==> src/rtl/program_counter_stack_if.sv <==
// Control-unit <-> program counter bus: op strobes, jump/branch operands, fetch address and stack status.
interface program_counter_stack_if #(
    parameter int unsigned ADDR_W = 6,
    parameter int unsigned OFF_W  = 4
);
    logic              en;
    logic              jmp;
    logic              brn;
    logic              call;
    logic              ret;
    logic [ADDR_W-1:0] target;
    logic [OFF_W-1:0]  offset;
    logic [ADDR_W-1:0] out;
    logic              stk_empty;
    logic              stk_full;
    logic              stk_err;

    modport master (
        output en, jmp, brn, call, ret, target, offset,
        input  out, stk_empty, stk_full, stk_err
    );

    modport slave (
        input  en, jmp, brn, call, ret, target, offset,
        output out, stk_empty, stk_full, stk_err
    );
endinterface

==> src/rtl/program_counter_stack.sv <==
// Fetch-address generator: increment, jump, relative branch and call/return.
// Define PC_RET_STACK_EN to build the return-address stack; otherwise call acts as jmp and ret as increment.
module program_counter_stack #(
    parameter int unsigned            ADDR_W      = 6,
    parameter int unsigned            OFF_W       = 4,
    parameter int unsigned            STACK_DEPTH = 4,
    parameter logic [ADDR_W-1:0]      RESET_VEC   = '0
) (
    input  logic                    clk,
    input  logic                    res,
    program_counter_stack_if.slave  bus
);
    logic [ADDR_W-1:0] pc_q;
    logic [ADDR_W-1:0] pc_d;
    logic [ADDR_W-1:0] pc_inc;
    logic [ADDR_W-1:0] off_sext;

    assign pc_inc   = pc_q + ADDR_W'(1);
    assign off_sext = ADDR_W'($signed(bus.offset));
    assign bus.out  = pc_q;

`ifdef PC_RET_STACK_EN
    localparam int unsigned SP_W  = $clog2(STACK_DEPTH + 1);
    localparam int unsigned IDX_W = (STACK_DEPTH > 1) ? $clog2(STACK_DEPTH) : 1;

    logic [ADDR_W-1:0] stack_mem [STACK_DEPTH];
    logic [SP_W-1:0]   sp_q;
    logic [SP_W-1:0]   sp_d;
    logic              err_q;
    logic              err_d;
    logic              push;
    logic              sp_zero;
    logic              sp_max;
    logic [IDX_W-1:0]  top_idx;
    logic [IDX_W-1:0]  wr_idx;

    assign sp_zero = (sp_q == '0);
    assign sp_max  = (sp_q == SP_W'(STACK_DEPTH));
    assign top_idx = IDX_W'(sp_q - SP_W'(1));
    assign wr_idx  = IDX_W'(sp_q);

    // Next PC / stack pointer; priority ret > call > jmp > brn > increment
    always_comb begin
        pc_d  = pc_q;
        sp_d  = sp_q;
        err_d = 1'b0;
        push  = 1'b0;
        if (bus.en) begin
            if (bus.ret) begin
                if (sp_zero) begin
                    pc_d  = pc_inc;
                    err_d = 1'b1;
                end else begin
                    pc_d = stack_mem[top_idx];
                    sp_d = sp_q - SP_W'(1);
                end
            end else if (bus.call) begin
                pc_d = bus.target;
                if (sp_max) begin
                    err_d = 1'b1;
                end else begin
                    push = 1'b1;
                    sp_d = sp_q + SP_W'(1);
                end
            end else if (bus.jmp) begin
                pc_d = bus.target;
            end else if (bus.brn) begin
                pc_d = pc_q + off_sext;
            end else begin
                pc_d = pc_inc;
            end
        end
    end

    always_ff @(posedge clk) begin
        if (res) begin
            pc_q  <= RESET_VEC;
            sp_q  <= '0;
            err_q <= 1'b0;
        end else begin
            pc_q  <= pc_d;
            sp_q  <= sp_d;
            err_q <= err_d;
        end
    end

    // Stack storage is not reset; a reset-cycle push is suppressed so the stack is logically empty
    always_ff @(posedge clk) begin
        if (!res && push) begin
            stack_mem[wr_idx] <= pc_inc;
        end
    end

    assign bus.stk_empty = sp_zero;
    assign bus.stk_full  = sp_max;
    assign bus.stk_err   = err_q;
`else
    // Without a stack, call degenerates to jmp and ret to increment
    always_comb begin
        pc_d = pc_q;
        if (bus.en) begin
            if (bus.ret) begin
                pc_d = pc_inc;
            end else if (bus.call || bus.jmp) begin
                pc_d = bus.target;
            end else if (bus.brn) begin
                pc_d = pc_q + off_sext;
            end else begin
                pc_d = pc_inc;
            end
        end
    end

    always_ff @(posedge clk) begin
        if (res) begin
            pc_q <= RESET_VEC;
        end else begin
            pc_q <= pc_d;
        end
    end

    assign bus.stk_empty = 1'b1;
    assign bus.stk_full  = 1'b0;
    assign bus.stk_err   = 1'b0;
`endif
endmodule

==> src/flat_wrapper.sv <==
// flat-port wrapper written by rule: the top's interface ports become plain ports
module program_counter_stack_flat 
#(
    parameter int unsigned            ADDR_W      = 6,
    parameter int unsigned            OFF_W       = 4,
    parameter int unsigned            STACK_DEPTH = 4,
    parameter logic [ADDR_W-1:0]      RESET_VEC   = '0
)
  (clk, res, bus_en, bus_jmp, bus_brn, bus_call, bus_ret, bus_target, bus_offset, bus_out, bus_stk_empty, bus_stk_full, bus_stk_err);
  program_counter_stack_if #(.ADDR_W(ADDR_W), .OFF_W(OFF_W)) bus_i ();
  input  logic clk;
  input  logic res;
  input wire logic [$bits(bus_i.en)-1:0] bus_en;
  input wire logic [$bits(bus_i.jmp)-1:0] bus_jmp;
  input wire logic [$bits(bus_i.brn)-1:0] bus_brn;
  input wire logic [$bits(bus_i.call)-1:0] bus_call;
  input wire logic [$bits(bus_i.ret)-1:0] bus_ret;
  input wire logic [$bits(bus_i.target)-1:0] bus_target;
  input wire logic [$bits(bus_i.offset)-1:0] bus_offset;
  output wire logic [$bits(bus_i.out)-1:0] bus_out;
  output wire logic [$bits(bus_i.stk_empty)-1:0] bus_stk_empty;
  output wire logic [$bits(bus_i.stk_full)-1:0] bus_stk_full;
  output wire logic [$bits(bus_i.stk_err)-1:0] bus_stk_err;
  assign bus_i.en = bus_en;
  assign bus_i.jmp = bus_jmp;
  assign bus_i.brn = bus_brn;
  assign bus_i.call = bus_call;
  assign bus_i.ret = bus_ret;
  assign bus_i.target = bus_target;
  assign bus_i.offset = bus_offset;
  assign bus_out = bus_i.out;
  assign bus_stk_empty = bus_i.stk_empty;
  assign bus_stk_full = bus_i.stk_full;
  assign bus_stk_err = bus_i.stk_err;
  program_counter_stack #(.ADDR_W(ADDR_W), .OFF_W(OFF_W), .STACK_DEPTH(STACK_DEPTH), .RESET_VEC(RESET_VEC)) u_core (.clk(clk), .res(res), .bus(bus_i));
endmodule
==> config.mk <==
export PLATFORM = sky130hd
export DESIGN_NAME = program_counter_stack_flat
export DESIGN_NICKNAME = d
export VERILOG_FILES = /design/src/rtl/program_counter_stack_if.sv /design/src/rtl/program_counter_stack.sv /design/src/flat_wrapper.sv
export SDC_FILE = /design/constraint.sdc
export NUM_CORES = 1
export LEC_CHECK = 0
export CORE_AREA = 2 2 42 44
export CTS_CLUSTER_SIZE = 16
export DETAILED_ROUTE_END_ITERATION = 7
export DIE_AREA = 0 0 44 46
export PLACE_DENSITY_LB_ADDON = 0.25
export SYNTH_ARGS = -nofsm -noshare
export SYNTH_HDL_FRONTEND = slang
export SYNTH_SLANG_ARGS = --single-unit
==> constraint.sdc <==
create_clock -name clk -period 4.25 [get_ports clk]
set_input_delay 0.6375 -clock clk [delete_from_list [all_inputs] [get_ports clk]]
set_output_delay 0.6375 -clock clk [all_outputs]
set_load 0.05 [all_outputs]
==> impl_metrics.tcl, run 1 <==
set metrics [dict create \
    status "finished, final reports clean" \
    rsz0062_at_grt "false" \
    hp-class "reg -> reg" \
    drcViolationCount 0 \
    endpoint_kind "flop" \
    core-area_sq_um 1610 \
    gp_congestion 0.800 \
    post-place-ws_ns 1.55 \
    num_vias 654 \
    fin_crit_ns 2.45 \
    ys.flop_type "dfxtp_1" \
    path_delay_family "adder cells" \
    drt_iter0_drc 9 \
    max_cap_viol_count 0 \
    crit_buf_inv 2 \
    synthesis.area_sq_um 684 \
    powerDensity_nw_per_um2 234 \
    hpwl_mm 1.26 \
    fin_cells 123 \
    finalWorstSetupSlack_ns 1.80 \
    largest_reg_flops 6 \
    grt_pass1_wl_mm 2.66 \
    grt.overflow.total 0 \
    utilization 0.565 \
    clock_latency_ns 0.25 \
    slew_violations 0 \
    worstSetupStartpointType "primary input" \
    reg2reg_depth 9 \
    die_height_microns 46 \
    ir_drop_v 0.000162 \
    wirelength_mm 1.52 \
    drt-vias-per-instance 5.32 \
    root_buffer "clkbuf_4" \
    synth_seq_cells 6 \
    port_buffers 22 \
    cts-hold-fix-buffers 0 \
    async_reset_ff_frac 0 \
    crit_slowest_cell "clkdlybuf4s50_1" \
    stdcell_area_sq_um 912 \
    clk_pin_slew_worst_paths_ns 0.05 \
    r2r-end "u_core.bus.out[4]" \
    ys_types 37 \
    post_dp_cell_area_sq_um 890 \
    nets 132 \
    hold_viol_final 0 \
    crit_cells 10 \
    use_met3 0.0357 \
    syn2layout_area_growth_pct 33.3 \
    antenna_cells 0 \
    tns_ns 0 \
    gr-usage-met1 0.232 \
    grt_busiest_layer "met2" \
    grt_use_total 0.180 \
    drive_above_1_share 0.0943 \
    post_cts_buffers 0 \
    cts_inserted_buffers 3 \
    grt_util_met2 0.294 \
    synth-warning-count 0 \
    first_pass_iters 4 \
    grt_max_degree 12 \
    final-setup-viol-count 0 \
    start_util 0.424 \
    die-area_sq_um 2020 \
    wl_per_cell_microns 12.4 \
    startpoint "bus_offset[0]" \
    cts.sinks 6 \
    fin_crit_sh 0.577 \
    skew_ns 0.0118 \
    row_count 15 \
    worstSetupPathType "in -> reg" \
    dp.cells 120 \
    ff2ff_setup_slack_ns 2.15 \
    synth_area_per_cell_sq_um 7.96 \
    p_leak_nw 0.360 \
    ctsResizeCount 0 \
    die_x_microns 44 \
    fmax_ghz 0.408 \
    grt_pass1_vias 620 \
    cts_tree "built" \
    worstPathCellList "clkdlybuf4s50_1, ha_1, inv_1, fa_1, nand2b_1, a21oi_2, xor2_1, a211oi_1, o221a_2, nor3_2" \
    synth_seq_area_share 0.176 \
    n_fill_cell 162 \
    cp.required_ns 4.43 \
    critPathArrivalTime_ns 2.64 \
    synth_cells 86 \
    clockBufferDepth 2 \
    r2r_start "u_core.bus.out[0]" \
    cp_slowest_stage_delay_ns 0.46 \
    cp_max_fo 2 \
    cp-endpoint "u_core.bus.out[4]" \
    drtAntennaViolNets 0 \
    pin_count 26 \
    cts_max_level 1 \
    synth-edff-count 0 \
    grt_antenna_before_repair 0 \
]
==> cell usage after synthesis (3+ instances only) <==
cell type | count | share of area
dfxtp_1 | 6 | 0.18
nor2b_1 | 4 | 0.037
inv_1 | 5 | 0.027
ha_1 | 6 | 0.11
a21oi_1 | 6 | 0.044
nor2_1 | 9 | 0.049
and3_1 | 3 | 0.027
o21ai_0 | 3 | 0.022
buf_4 | 4 | 0.044
xor2_1 | 4 | 0.051
xnor2_1 | 3 | 0.038
==> cell families (layout without fill, tap and decap cells) <==
group	Yosys count	after routing	synth area share
simple gates	27	27	0.223
flops	6	6	0.176
other cells	2	3	0.0110
xor+xnor	7	7	0.0896
buf+inv	11	30	0.0859
fa+ha+maj	7	7	0.139
compound gates	25	25	0.261
mux	1	1	0.0146
==> worst register-to-register path: cells and delay by family, from the launching register on <==
family | cells | cell delay (ns)
XOR/XNOR | 1 | 0.16
buffers and inverters | 1 | 0.05
adder cells (fa/ha/maj) | 2 | 0.59
flip-flops | 1 | 0.44
AO/OA/AOI/OAI | 3 | 0.48
AND/OR/NAND/NOR | 2 | 0.30
==> cells in the final DEF, fill, tap and decap left out, types with 2 or more instances in the layout <==
cell type        synthesis  routed
inv_1                    5       5
nand2b_1                 2       2
o221ai_1                 2       2
a22oi_1                  2       2
a21oi_1                  6       6
nor2_1                   9       9
xnor2_1                  3       3
xor2_1                   4       4
ha_1                     6       6
o21ai_0                  3       3
nand3_1                  2       2
conb_1                   2       3
clkdlybuf4s50_1          0      22
nor2b_1                  4       4
dfxtp_1                  6       6
clkbuf_4                 0       3
and3_1                   3       3
a21oi_2                  2       2
==> layer usage <==
metal / part of all wire / wire (microns)
met1: 0.47 / 711
met2: 0.46 / 704
met3: 0.060 / 92
met4: 0.011 / 17
met5: 0 / 0
==> worst min path at each step <==
| stage | cells past startpoint | endpoint | slack (ns) | start |
|---|---|---|---|---|
| detailed placement | 2 | u_core.bus.out[1] | 0.57 | u_core.bus.out[1] |
| finish | 2 | u_core.bus.out[4] | 0.58 | u_core.bus.out[4] |
| global placement | 2 | u_core.bus.out[1] | 0.56 | u_core.bus.out[1] |
| CTS | 2 | u_core.bus.out[1] | 0.58 | u_core.bus.out[1] |
| global route | 2 | u_core.bus.out[4] | 0.60 | u_core.bus.out[4] |
| floorplan | 1 | u_core.bus.out[1] | 0.71 | res |
==> metrics by stage <==
stage	power (W)	hold WS, ns
2_1_floorplan	0.000130	0.707
6_report	0.000213	0.578
4_1_cts	0.000215	0.578
3_3_place_gp	0.000160	0.559
5_1_grt	0.000226	0.595
3_5_place_dp	0.000160	0.569
==> area by class of cell <==
cell class,count,area [sq um],share of cell area
clock buffer,3,22.5,0.0247
multi-input combinational,70,509,0.558
timing repair buffer,22,220,0.241
tap,17,21.3,0.0233
inverter,5,18.8,0.0206
sequential,6,120,0.132
==> where the power goes <==
group,switching [W],internal (W),leakage [nW]
combinational,0.0000498,0.0000418,0.297
sequential,0.00000688,0.0000605,0.0494
clock,0.0000223,0.0000321,0.0138
No activity file was read; power rests on OpenSTA's default activity.
==> inputs of run 2 (changes only) <==
CORE_AREA = 2 2 45 47   (was 2 2 42 44)
DIE_AREA = 0 0 47 49   (was 0 0 44 46)
clock period = 2.2 ns   (was 4.25 ns; I/O delays follow)
==> impl_metrics.tcl, run 2 (synthesis gave the netlist of run 1 again) <==
set metrics [dict create \
    final_common_cell "clkdlybuf4s50_1" \
    hold_viol_final 0 \
    worstSetupPathType "reg -> reg" \
    multi_input_comb_area_sq_um 531 \
    status "finished, final reports clean" \
    worstSetupStartpointType "flop" \
    utilization 0.541 \
    nets 138 \
    cts_max_level 1 \
    drive_above_1_share 0.214 \
    grt_max_degree 12 \
    endpoint_kind "flop" \
    largest_reg_flops 6 \
    ir_drop_v 0.000305 \
    cts_inserted_buffers 3 \
    critPathArrivalTime_ns 2.20 \
    seqCellArea_sq_um 123 \
    num_vias 728 \
    port_buffers 22 \
    cp-endpoint "u_core.bus.out[4]" \
    wl_per_cell_microns 12.9 \
    grt_use_total 0.173 \
    reg2reg_depth 9 \
    fin_crit_ns 2.01 \
    grt_antenna_before_repair 0 \
    cts-hold-fix-buffers 0 \
    max_slew_margin 0.669 \
    r2r-end "u_core.bus.out[4]" \
    wl_met3_microns 83 \
    fin_crit_sh 0.914 \
    worst_pin_slew_ns 0.495 \
    drt_iter0_drc 16 \
    first_pass_iters 4 \
    die_x_microns 47 \
    rsz0062_at_grt "false" \
    hold-worst-slack_ns 0.529 \
    post_cts_buffers 0 \
    core-area_sq_um 1840 \
    slew_violations 0 \
    crit_slowest_cell "dfxtp_2" \
    max_cap_viol_count 0 \
    p_leak_nw 0.408 \
    clk_pin_slew_worst_paths_ns 0.05 \
    post-place-ws_ns -0.251 \
    grt.overflow.total 0 \
    layout_common_cells "clkdlybuf4s50_1 (21), nor2_1 (9), buf_4 (6)" \
    skew_ns 0.00219 \
    antenna_cells 0 \
    hp-class "reg -> reg" \
    die_height_microns 49 \
    start_util 0.372 \
    highest_layer "met4" \
    syn2layout_area_growth_pct 45.5 \
    fmax_ghz 0.497 \
    pin_count 26 \
    r2r_start "u_core.bus.out[0]" \
    hold_depth 2 \
    post_dp_cell_area_sq_um 950 \
    startpoint "u_core.bus.out[0]" \
    final-setup-viol-count 0 \
    drcViolationCount 0 \
    met2_length_microns 881 \
    drt-vias-per-instance 5.24 \
    wl_met1_microns 791 \
    cp.required_ns 2.39 \
    cp_slowest_stage_delay_ns 0.39 \
    gp_congestion 0.838 \
    root_buffer "clkbuf_4" \
    grt_pass1_wl_mm 2.86 \
    row_count 16 \
    stdcell_area_sq_um 996 \
    drtAntennaViolNets 0 \
    wirelength_mm 1.79 \
    clockBufferDepth 2 \
    die-area_sq_um 2300 \
    clock_latency_ns 0.26 \
    n_fill_cell 195 \
    finalWorstSetupSlack_ns 0.189 \
    ff2ff_setup_slack_ns 0.19 \
    cp_max_fo 7 \
    cts_tree "built" \
    grt_pass1_vias 689 \
    powerDensity_nw_per_um2 444 \
    worstPathCellList "ha_2, inv_2, fa_2, nand2b_4, a21oi_2, xor2_1, a211oi_2, o221a_2, nor3_2" \
    hpwl_mm 1.42 \
    cts.sinks 6 \
]
-- run 2: what timing repair did --
item | in CTS | in global routing
pin swaps | 1 | 6
endpoints found under the setup margin | 1 | 2
gates resized for setup | 1 | 6
-- run 2: area by class of cell --
class,instances,area share
Tap cell,27,0.0339
Multi-Input combinational cell,70,0.533
Sequential cell,6,0.123
Clock buffer,3,0.0226
Inverter,5,0.0188
Timing Repair Buffer,28,0.269
-- run 2: worst min path at each step --
stage                   endpoint              start
3_3_place_gp   u_core.bus.out[1]  u_core.bus.out[1]
4_1_cts        u_core.bus.out[1]  u_core.bus.out[1]
2_1_floorplan  u_core.bus.out[1]                res
5_1_grt        u_core.bus.out[1]  u_core.bus.out[1]
6_report       u_core.bus.out[1]  u_core.bus.out[1]
3_5_place_dp   u_core.bus.out[1]  u_core.bus.out[1]
-- run 2: worst max-delay path: cells and delay by family, from the launching register on --
family | cells | cell delay [ns]
adders and majority gates | 2 | 0.56
AOI/OAI and AO/OA | 3 | 0.46
DFF | 1 | 0.39
and+or+nand+nor | 2 | 0.28
xor gates and xnor gates | 1 | 0.20
buffers and inverters | 1 | 0.04
-- run 2: per-layer routing --
| metal | up-vias | global-route usage |
|---|---|---|
| li1 | 357 | - |
| met3 | 4 | 0.0333 |
| met4 | 0 | 0.0694 |
| met5 | - | 0 |
| met1 | 342 | 0.235 |
| met2 | 25 | 0.260 |
-- run 2: through the flow --
| step | std cells | total power [W] | TNS, ns |
|---|---|---|---|
| final | 139 | 0.000442 | 0 |
| after floorplan | 87 | 0.000253 | 0 |
| after global routing | 139 | 0.000467 | 0 |
| after CTS | 139 | 0.000441 | 0 |
| after global placement | 136 | 0.000323 | -0.370 |
| after detailed placement | 136 | 0.000327 | -0.509 |
-- run 2: report_power, final --
| group | leakage, nW | switching, W | internal, W |
|---|---|---|---|
| logic | 0.344 | 0.000107 | 0.0000945 |
| clock network | 0.0138 | 0.0000485 | 0.0000623 |
| registers | 0.0501 | 0.0000125 | 0.000117 |
==> RTL change, RTL diff (flow settings as in run 2) <==
Build with the macro `PC_RET_STACK_EN` defined.
--- a/src/rtl/program_counter_stack.sv
+++ b/src/rtl/program_counter_stack.sv
@@ -1,4 +1,6 @@
 // Fetch-address generator: increment, jump, relative branch and call/return.
 // Define PC_RET_STACK_EN to build the return-address stack; otherwise call acts as jmp and ret as increment.
+`define PC_RET_STACK_EN
+
 module program_counter_stack #(
     parameter int unsigned            ADDR_W      = 6,
Behaviour: not the same (Yosys sat finds a counterexample within 4 cycles, from zero or initial values).
==> RTL change against run 2 <==
- the flow now stops in global placement without I/O
- synthesized area rose to 2.9 times the old value
==> RTL change: results (changes against run 2) <==
Synth:
- The sequential cell area fraction in the yosys report is 46.8% (+29 points).
- The number of enable-type register cells in the synthesized netlist is 24 (+24).
- The number of warnings reported in the yosys synthesis log is 0 (unchanged).
- The number of different library cells in the post-synthesis netlist is 45 (+22%).
- The async set-or-reset flop fraction in the synthesized netlist is 0% (unchanged).
- Ranked by total cell area, the synthesized netlist is headed by sky130_fd_sc_hd__edfxtp_1 (37%), sky130_fd_sc_hd__dfxtp_1 (10%), sky130_fd_sc_hd__ha_1 (7.0%).
- The dominant synthesized flop cell is sky130_fd_sc_hd__edfxtp_1.
- By count the netlist is led by sky130_fd_sc_hd__edfxtp_1 (24), sky130_fd_sc_hd__nor2_1 (19), sky130_fd_sc_hd__ha_1 (11).
- The number of instances in the synthesized netlist is 173 (+100%).
- Counting every net in the synthesized netlist gives 202.
- The register bit total from synthesis is 34 (+28).

Run status:
- The last flow stage reached is global placement without I/O.
- The tool reported: "[ERROR FLW-0024] Place density exceeds 1.0 (current PLACE_DENSITY_LB_ADDON =  0.25). Please check if the value of  PLACE_DENSITY_LB_ADDON is between 0 and 0.99".
- The run stopped with a tool error.
RTL change: cell count changes after synthesis, moves of 4 or more:
cell / before / now
sky130_fd_sc_hd__edfxtp_1: 0 / 24
sky130_fd_sc_hd__nor2_1: 9 / 19
sky130_fd_sc_hd__nand3_1: 2 / 9
sky130_fd_sc_hd__and2_1: 0 / 6
sky130_fd_sc_hd__nand2_1: 1 / 7
sky130_fd_sc_hd__ha_1: 6 / 11
sky130_fd_sc_hd__inv_1: 5 / 10
sky130_fd_sc_hd__mux4_1: 0 / 5
sky130_fd_sc_hd__a31oi_1: 0 / 4
sky130_fd_sc_hd__dfxtp_1: 6 / 10
RTL change: logic make-up after synthesis:
group	after synthesis	share of synthesized area, %
AND/OR/NAND/NOR	57	14.4
flip-flops	34	46.8
buffers and inverters	18	5.91
XOR/XNOR	11	4.89
multiplexers	8	8.89
AO/OA/AOI/OAI	33	11.1
adder cells (fa/ha/maj)	12	8.01
